[config.mk]
export PLATFORM = sky130hd
export DESIGN_NAME = cic_interp_stage
export DESIGN_NICKNAME = d
export VERILOG_FILES = /design/src/rtl/dac_cic_pkg.sv /design/src/rtl/cic_integrator.sv /design/src/rtl/cic_interp_stage.sv
export SDC_FILE = /design/constraint.sdc
export NUM_CORES = 1
export LEC_CHECK = 0
export CORE_MARGIN = 2
export CORE_UTILIZATION = 55
export DETAILED_ROUTE_END_ITERATION = 8
export DONT_BUFFER_PORTS = 1
export GPL_ROUTABILITY_DRIVEN = 0
export HOLD_SLACK_MARGIN = 0.02
export MAX_ROUTING_LAYER = met4
export PLACE_DENSITY = 0.67
export SYNTH_ARGS = -nofsm -noshare
export SYNTH_HDL_FRONTEND = slang
export SYNTH_HIERARCHICAL = 1
export SYNTH_SLANG_ARGS = --single-unit
[constraint.sdc]
create_clock -name clock_in -period 7.4 [get_ports clock_in]
set_clock_uncertainty 0.1 [all_clocks]
set_input_delay 1.48 -clock clock_in [delete_from_list [all_inputs] [get_ports clock_in]]
set_output_delay 1.48 -clock clock_in [all_outputs]
set_load 0.05 [all_outputs]
[src/rtl/dac_cic_pkg.sv]
// Shared constants and arithmetic helpers for the DAC CIC interpolator.
package dac_cic_pkg;

    localparam int DW    = 24;
    localparam int R     = 8;
    localparam int LOG2R = 3;
    localparam int N     = 3;

    // Internal width: input width plus one bit of growth per log2(R) per stage.
    function automatic int cic_width(input int dw, input int n, input int log2r);
        return dw + n * log2r;
    endfunction

    localparam int W = cic_width(DW, N, LOG2R);
    // Output shift cancels the R^(N-1) passband gain of the zero-stuffed chain.
    localparam int S = (N - 1) * LOG2R;

    localparam logic [W:0]    RND_HALF = {{(W + 1 - S){1'b0}}, 1'b1, {(S - 1){1'b0}}};
    localparam logic [DW-1:0] SAT_MAX  = {1'b0, {(DW - 1){1'b1}}};
    localparam logic [DW-1:0] SAT_MIN  = {1'b1, {(DW - 1){1'b0}}};

    typedef struct packed {
        logic [DW-1:0] y;
        logic          clip;
    } rnd_sat_t;

    // Round half-up, arithmetic shift by S, then clip to the DW-bit signed range.
    function automatic rnd_sat_t round_sat(input logic [W-1:0] acc);
        logic [W:0]   sum_s;
        logic [W-S:0] shr_s;
        rnd_sat_t     res_s;
        sum_s = {acc[W-1], acc} + RND_HALF;
        shr_s = sum_s[W:S];
        if ((&shr_s[W-S:DW-1]) || !(|shr_s[W-S:DW-1])) begin
            res_s.y    = shr_s[DW-1:0];
            res_s.clip = 1'b0;
        end else begin
            res_s.y    = shr_s[W-S] ? SAT_MIN : SAT_MAX;
            res_s.clip = 1'b1;
        end
        return res_s;
    endfunction

endpackage

[src/rtl/cic_integrator.sv]
// One CIC integrator: W-bit registered accumulator; wrap-around is part of the
// CIC arithmetic and cancels against the comb differences.
module cic_integrator
    import dac_cic_pkg::*;
(
    input  logic         clock_in,
    input  logic         rst,
    input  logic [W-1:0] acc_in,
    output logic [W-1:0] acc_out
);

    logic [W-1:0] acc_r;

    // Accumulate the upstream value every clock; cleared by synchronous reset.
    always_ff @(posedge clock_in) begin
        if (rst) begin
            acc_r <= {W{1'b0}};
        end else begin
            acc_r <= acc_r + acc_in;
        end
    end

    assign acc_out = acc_r;

endmodule

[src/rtl/cic_interp_stage.sv]
// N-stage CIC interpolator by R: combs at input rate, zero-stuffing, integrators
// at clock rate, rounded/saturated output, input-rate watchdog and sticky flags.
module cic_interp_stage
    import dac_cic_pkg::*;
(
    input  logic          clock_in,
    input  logic          rst,
    input  logic [DW-1:0] Data_in,
    input  logic          in_valid,
    output logic [DW-1:0] Data_out,
    output logic          out_valid,
    output logic          rate_err,
    output logic          sat_flag
);

    localparam logic [LOG2R-1:0] CNT_LAST = LOG2R'(R - 1);
    localparam logic [LOG2R-1:0] CNT_ONE  = {{(LOG2R - 1){1'b0}}, 1'b1};

    logic [DW-1:0]    din_r;
    logic             vld_r;
    logic [W-1:0]     dly_r [N];
    logic [W-1:0]     tap_s [N];
    logic [W-1:0]     comb_out_s;
    logic [W-1:0]     comb_q_r;
    logic [W-1:0]     integ_s [N+1];
    rnd_sat_t         rs_s;
    logic [DW-1:0]    data_out_r;
    logic             sat_flag_r;
    logic [LOG2R-1:0] cnt_r;
    logic             primed_r;
    logic             rate_err_r;
    logic [N:0]       vsh_r;
    logic             out_valid_r;

    // Input capture stage in front of the comb chain.
    always_ff @(posedge clock_in) begin
        if (rst) begin
            din_r <= {DW{1'b0}};
            vld_r <= 1'b0;
        end else begin
            din_r <= Data_in;
            vld_r <= in_valid;
        end
    end

    // Comb chain: each stage subtracts the value its input had on the previous sample.
    always_comb begin
        logic [W-1:0] run_s;
        run_s = {{(W - DW){din_r[DW-1]}}, din_r};
        for (int k = 0; k < N; k++) begin
            tap_s[k] = run_s;
            run_s    = run_s - dly_r[k];
        end
        comb_out_s = run_s;
    end

    // Comb delays advance only on accepted samples; the output register zero-stuffs.
    always_ff @(posedge clock_in) begin
        if (rst) begin
            for (int k = 0; k < N; k++) begin
                dly_r[k] <= {W{1'b0}};
            end
            comb_q_r <= {W{1'b0}};
        end else if (vld_r) begin
            for (int k = 0; k < N; k++) begin
                dly_r[k] <= tap_s[k];
            end
            comb_q_r <= comb_out_s;
        end else begin
            comb_q_r <= {W{1'b0}};
        end
    end

    assign integ_s[0] = comb_q_r;

    for (genvar g = 0; g < N; g++) begin : g_integ
        cic_integrator u_integ (
            .clock_in (clock_in),
            .rst      (rst),
            .acc_in   (integ_s[g]),
            .acc_out  (integ_s[g+1])
        );
    end

    // Scale the last integrator back to unity gain.
    always_comb begin
        rs_s = round_sat(integ_s[N]);
    end

    // Registered output sample and sticky saturation flag.
    always_ff @(posedge clock_in) begin
        if (rst) begin
            data_out_r <= {DW{1'b0}};
            sat_flag_r <= 1'b0;
        end else begin
            data_out_r <= rs_s.y;
            sat_flag_r <= sat_flag_r | rs_s.clip;
        end
    end

    // Input spacing watchdog: flags early samples and missing slots once primed.
    always_ff @(posedge clock_in) begin
        if (rst) begin
            cnt_r      <= {LOG2R{1'b0}};
            primed_r   <= 1'b0;
            rate_err_r <= 1'b0;
        end else if (in_valid) begin
            cnt_r    <= {LOG2R{1'b0}};
            primed_r <= 1'b1;
            if (primed_r && (cnt_r != CNT_LAST)) begin
                rate_err_r <= 1'b1;
            end
        end else begin
            cnt_r <= cnt_r + CNT_ONE;
            if (primed_r && (cnt_r == CNT_LAST)) begin
                rate_err_r <= 1'b1;
            end
        end
    end

    // out_valid follows the first accepted sample through the pipeline depth.
    always_ff @(posedge clock_in) begin
        if (rst) begin
            vsh_r       <= {(N + 1){1'b0}};
            out_valid_r <= 1'b0;
        end else begin
            vsh_r       <= {vsh_r[N-1:0], primed_r};
            out_valid_r <= vsh_r[N];
        end
    end

    assign Data_out  = data_out_r;
    assign sat_flag  = sat_flag_r;
    assign rate_err  = rate_err_r;
    assign out_valid = out_valid_r;

endmodule
---- After elaboration in Yosys (flattened, before gate mapping) ----
Memory sizes are Yosys's and may differ from the RTL's.
Index checks and enable logic that the tools add are counted.
word-level totals
  register bits ........................... 192
  RAM bits ................................ 99
  input port bits ......................... 27
  output and inout port bits .............. 27
  word-level logic and storage cells ...... 53
  memories kept ........................... 1
cells by class
  add/subtract/negate cells ............... 8
  eq/ne operators ......................... 3
  mux-type cells .......................... 13
  bitwise gates (word level) .............. 5
  reduce and logical (&&, ||, !) cells .... 10
memories
  name   words  width  rd ports  clocked after memory_dff  write ports  line                    text
  dly_r  3      33     3         0                         3            cic_interp_stage.sv:21  logic [W-1:0] dly_r [N];
operator list
  cell                                                    count
  adder 33 bit                                            3
  2-to-1 mux 33 bit                                       3
  subtractor 33 bit                                       3
  adder 33 x 7 -> 34 bit (second input constant)          1
  2-to-1 mux 25 bit                                       1
  2-to-1 mux 24 bit                                       1
  2-to-1 mux 1 bit                                        8
  AND reduction 5 bit                                     1
  OR reduction 5 bit                                      1
  OR 1 bit                                                4
  OR reduction 2 bit                                      2
  adder 3 x 1 -> 3 bit (second input constant)            1
  == test 3 bit (second input constant)                   1
  inequality test 3 bit (second input constant)           1
  logical AND 1 bit                                       2
  inequality test 2 x 1 -> 1 bit (second input constant)  1
  AND reduction 2 bit                                     1
  nonzero test 2 bit                                      1
  logical NOT 1 bit                                       1
  logical OR 1 bit                                        1
  inverter 1 bit                                          1

---- Logic depth before layout (Yosys ltp) ----
Gate-level depths: netlist (run 1).
  depth after elaboration ................. 6
  depth in mapped cells ................... 31

---- Modules after synthesis ----
The synthesis (run 1) kept the hierarchy.
by module, submodules not included
  module                                    instances  cells an instance  area each (µm²)  seq. area each (µm²)
  cic_interp_stage                          1          1171               11177.0          4564.4
  cic_integrator at g_integ[1].u_integ ...  2          346                2750.1           660.6
  cic_integrator at g_integ[0].u_integ      1          348                2859.0           660.6

---- Worst setup path before layout (run 1) ----
Ideal clock, no wire load.
  path kind ............................... flip-flop to flip-flop
  start point ............................. reg din_r[0]
  end point ............................... reg comb_q_r[32]
  arrival time ............................ 5.762 ns
  required time ........................... 7.228 ns
  path slack .............................. 1.467 ns
  cell stages (with the launch flop) ...... 30
  buffers on the path ..................... 0
  cells stage by stage .................... dfxtp_1 -> inv_1 -> ha_1 -> inv_1 -> fa_1 -> a211oi_2 -> o21ai_1 -> a31oi_2 -> o31a_2 -> o221ai_1 -> a31oi_1 -> nand2b_1 -> a21oi_1 -> xor2_1 -> ha_1 -> and2_1 -> and2_1 -> a221o_1 -> a31o_2 -> a31oi_1 -> o21ai_0 -> xor2_1 -> ha_1 -> a21oi_1 -> inv_1 -> or3_1 -> a211oi_1 -> o21ai_0 -> or2_2 -> mux2i_1
RTL lines
  item                      line                    text
  start: declaration        cic_interp_stage.sv:19  logic [DW-1:0] din_r;
  start signal: assignment  cic_interp_stage.sv:38  din_r <= {DW{1'b0}};
  start signal: assignment  cic_interp_stage.sv:41  din_r <= Data_in;
  end signal: assignment    cic_interp_stage.sv:63  comb_q_r <= {W{1'b0}};
  end signal: assignment    cic_interp_stage.sv:68  comb_q_r <= comb_out_s;
  end signal: assignment    cic_interp_stage.sv:70  comb_q_r <= {W{1'b0}};
  end: declaration          cic_interp_stage.sv:24  logic [W-1:0] comb_q_r;

==> results of run 1 <==
[sequential cells by signal, summed over array words and instances, names as in the netlist]
name,cells
g_integ.u_integ/acc_out,99
dly_r,90
comb_q_r,33
Data_out,24
din_r,24
vsh_r,4
cnt_r,3
out_valid,1
primed_r,1
rate_err,1
sat_flag,1
vld_r,1
[per-stage QoR]
stage / power (mW) / cells / hold WS (ns) / instance area (um2) / setup WS [ns]
detailed placement: 6.118 / 2607 / 0.3272 / 19810 / 0.7364
floorplan: 5.423 / 2211 / 0.3039 / 19540 / 1.467
finish: 7.867 / 2666 / 0.3414 / 20970 / 0.6597
global placement: 6.026 / 2607 / 0.3141 / 19810 / 0.9978
CTS: 7.888 / 2666 / 0.3429 / 20970 / 0.6861
global route: 8.466 / 2666 / 0.3533 / 20970 / 0.09133
[worst max-delay path, delay by kind of cell, from the launching register on]
family,cells,cell delay [ns]
AO/OA/AOI/OAI,16,3.69
XOR/XNOR,2,0.34
adder cells (fa/ha/maj),4,1.26
buffers and inverters,3,0.24
flip-flops,1,0.29
multiplexers,1,0.13
AND/OR/NAND/NOR,2,0.62
[cells by family (layout without fill, tap and decap cells)]
kind of cell,Yosys count,count (layout)
buf+inv,193,187
xor+xnor,155,155
fa+ha+maj,193,193
compound gates,618,618
mux,31,31
flops,282,282
simple gates,739,739
[layer usage]
metal | up-vias | GRT usage
li1 | 7914 | -
met1 | 7212 | 0.2573
met2 | 295 | 0.4242
met3 | 110 | 0.03182
met4 | 0 | 0.1086
met5 | - | -
[power by group]
group	switching [mW]	total, mW	internal, mW
sequential	0.485	2.44	1.96
combinational	2.14	3.70	1.56
clock	0.659	1.73	1.07
[area by class of cell]
type | instances | area, um2
Clock buffer | 52 | 1074
Multi-Input combinational cell | 1736 | 12190
Fill cell | 3145 | 14340
Timing Repair Buffer | 4 | 30.03
Clock inverter | 7 | 90.09
Sequential cell | 282 | 6546
Tap cell | 461 | 576.8
Inverter | 124 | 465.4
[worst paths after layout]
path	from	endpoint	slack [ns]	cells after the start
min reg2reg	vsh_r[3]	out_valid	0.34	1
min	vsh_r[3]	out_valid	0.34	1
max	din_r[0]	comb_q_r[32]	0.66	28
max reg2reg	din_r[0]	comb_q_r[32]	0.66	28
[cells in the mapped netlist, types with 21 or more instances]
| cell | number |
|---|---|
| dfxtp_1 | 192 |
| xnor2_1 | 95 |
| a21o_1 | 63 |
| o21a_1 | 26 |
| inv_1 | 124 |
| clkbuf_1 | 48 |
| a31oi_1 | 21 |
| ha_1 | 187 |
| nand4_1 | 35 |
| edfxtp_1 | 90 |
| xor2_1 | 59 |
| nand2_1 | 145 |
| a21oi_1 | 195 |
| and2_1 | 101 |
| o21ai_0 | 99 |
| nor2_1 | 186 |
| nor2b_1 | 74 |
| nand3_1 | 41 |
| o21ai_2 | 24 |
| a211oi_1 | 21 |
| nor3_1 | 48 |
==> run summary, run 1 <==
status: finished clean
CTS Sinks: 282
Synth Area in XOR/XNOR: 0.07019
Die X-Extent: 192.5 um
largest family of logic cells by synthesized area: compound AO/OA/AOI/OAI gates
DRC: 0
Pins Over Slew Limit: 0
post-synthesis compound-gate area fraction: 0.2143
Peak VDD IR: 0.2939 mV
ys async rst share: 0
Crit path largest cell delay: 0.43 ns
Layout Utilization: 0.5940
Top FF cell, synth: dfxtp_1
initial antenna violation count: 0
commonest non-fill, non-tap cell in the layout: a21oi_1
Initial Util: 0.5533
Avg Vias per Cell: 5.826
Synth top area share: 0.1967
CORE AREA: 35310 um2
post-synth top area cell: dfxtp_1
syn avg cell area: 8.836 um2
setup violators final: 0
H-Tree Depth: 2
DRT iter0 DRCs: 654
Max transition margin: 0.5144
Seq/Total Area, Yosys: 0.3351
largest net degree at the start of global routing: 174
Syn Nets: 2431
vias in the first global route: 14990
Tcrit/Tclk final: 0.9108
post-synthesis mux area share: 0.01780
Hold WC Path Type: reg2reg
Worst setup EP type: flop
Worst-path clk slew: 0.06 ns
area grow syn2layout: 7.352%
DR WL met3: 1371 um
Final Critical Period: 6.740 ns
number of CTS-inserted buffers: 34
DR WL met2: 20800 um
Pwr per Cell Area: 375.1 nW/um2
Slowest-stage cell, CP: fa_1
measured slew at the worst slew-check pin: 0.7283 ns
data arrival time of the worst path: 7.11 ns
clock latency on the worst-skew pair: 0.55 ns
most frequent cells in the layout: 195 x a21oi_1, 192 x dfxtp_1, 187 x ha_1
proportion of layout cells with a drive suffix above 1: 0.07891
synth unique cells: 100
EDFF count, synth: 90
total gr overflow: 0
Achievable Freq: 148.4 MHz
Layout Nets: 2402
Top Metal Used: met4
CTS tree: done
Port Buffers: 0
Cell Area, Synth: 19540 um2
die area: 37040 um2
die height: 192.5 um
Max Cap Violations: 0
vias after detailed routing: 15530
GRT Total Usage: 0.2356
Synth Warn #: 6
main area contributors after synthesis: dfxtp_1 20%, edfxtp_1 14%, ha_1 12%, a21oi_1 5.0%, xnor2_1 4.3%
# hold bufs at CTS: 0
first-pass GRT wire length: 69320 um
Post-Synth Adder-Cell Area: 0.1259
antenna diode count: 0
Core Rows: 69
Critical Path Fanout Max: 6
simple-gate portion of the synthesized area: 0.1953
DP HPWL: 31030 um
Hold Vio Cnt, Final: 0
WS Path Type: reg2reg
Required @ worst endpoint: 7.77 ns
per-cell routed wire length: 15.63 um
TritonRoute pass-1 iters: 5
RSZ-0062 raised after global routing: no
Final Routed Wirelength: 41660 um
# IOs: 54
Max Buffers Root-to-Sink: 3
post-route ant nets: 0
Final TNS setup: 0 ns
DRT met1 WL: 17810 um
leakage: 8.712 nW
Resized cells post-CTS: 0
Worst Setup Start Kind: flop
setup bufs post-CTS: 0
Root Buffer: clkbuf_16
post-synthesis register bit count: 282
Post-Synthesis Cells: 2211
(Power assumes the default switching activity.)
==> run 2, diff against run 1 <==
--- a/config.mk
+++ b/config.mk
@@ -5,6 +5,7 @@
 export SDC_FILE = /design/constraint.sdc
 export NUM_CORES = 1
 export LEC_CHECK = 0
+export CAP_MARGIN = 5
 export CORE_MARGIN = 2
 export CORE_UTILIZATION = 55
 export DETAILED_ROUTE_END_ITERATION = 8
==> results of run 2 <==
Same layout as run 1: the final DEF is identical, and so are final timing and power.
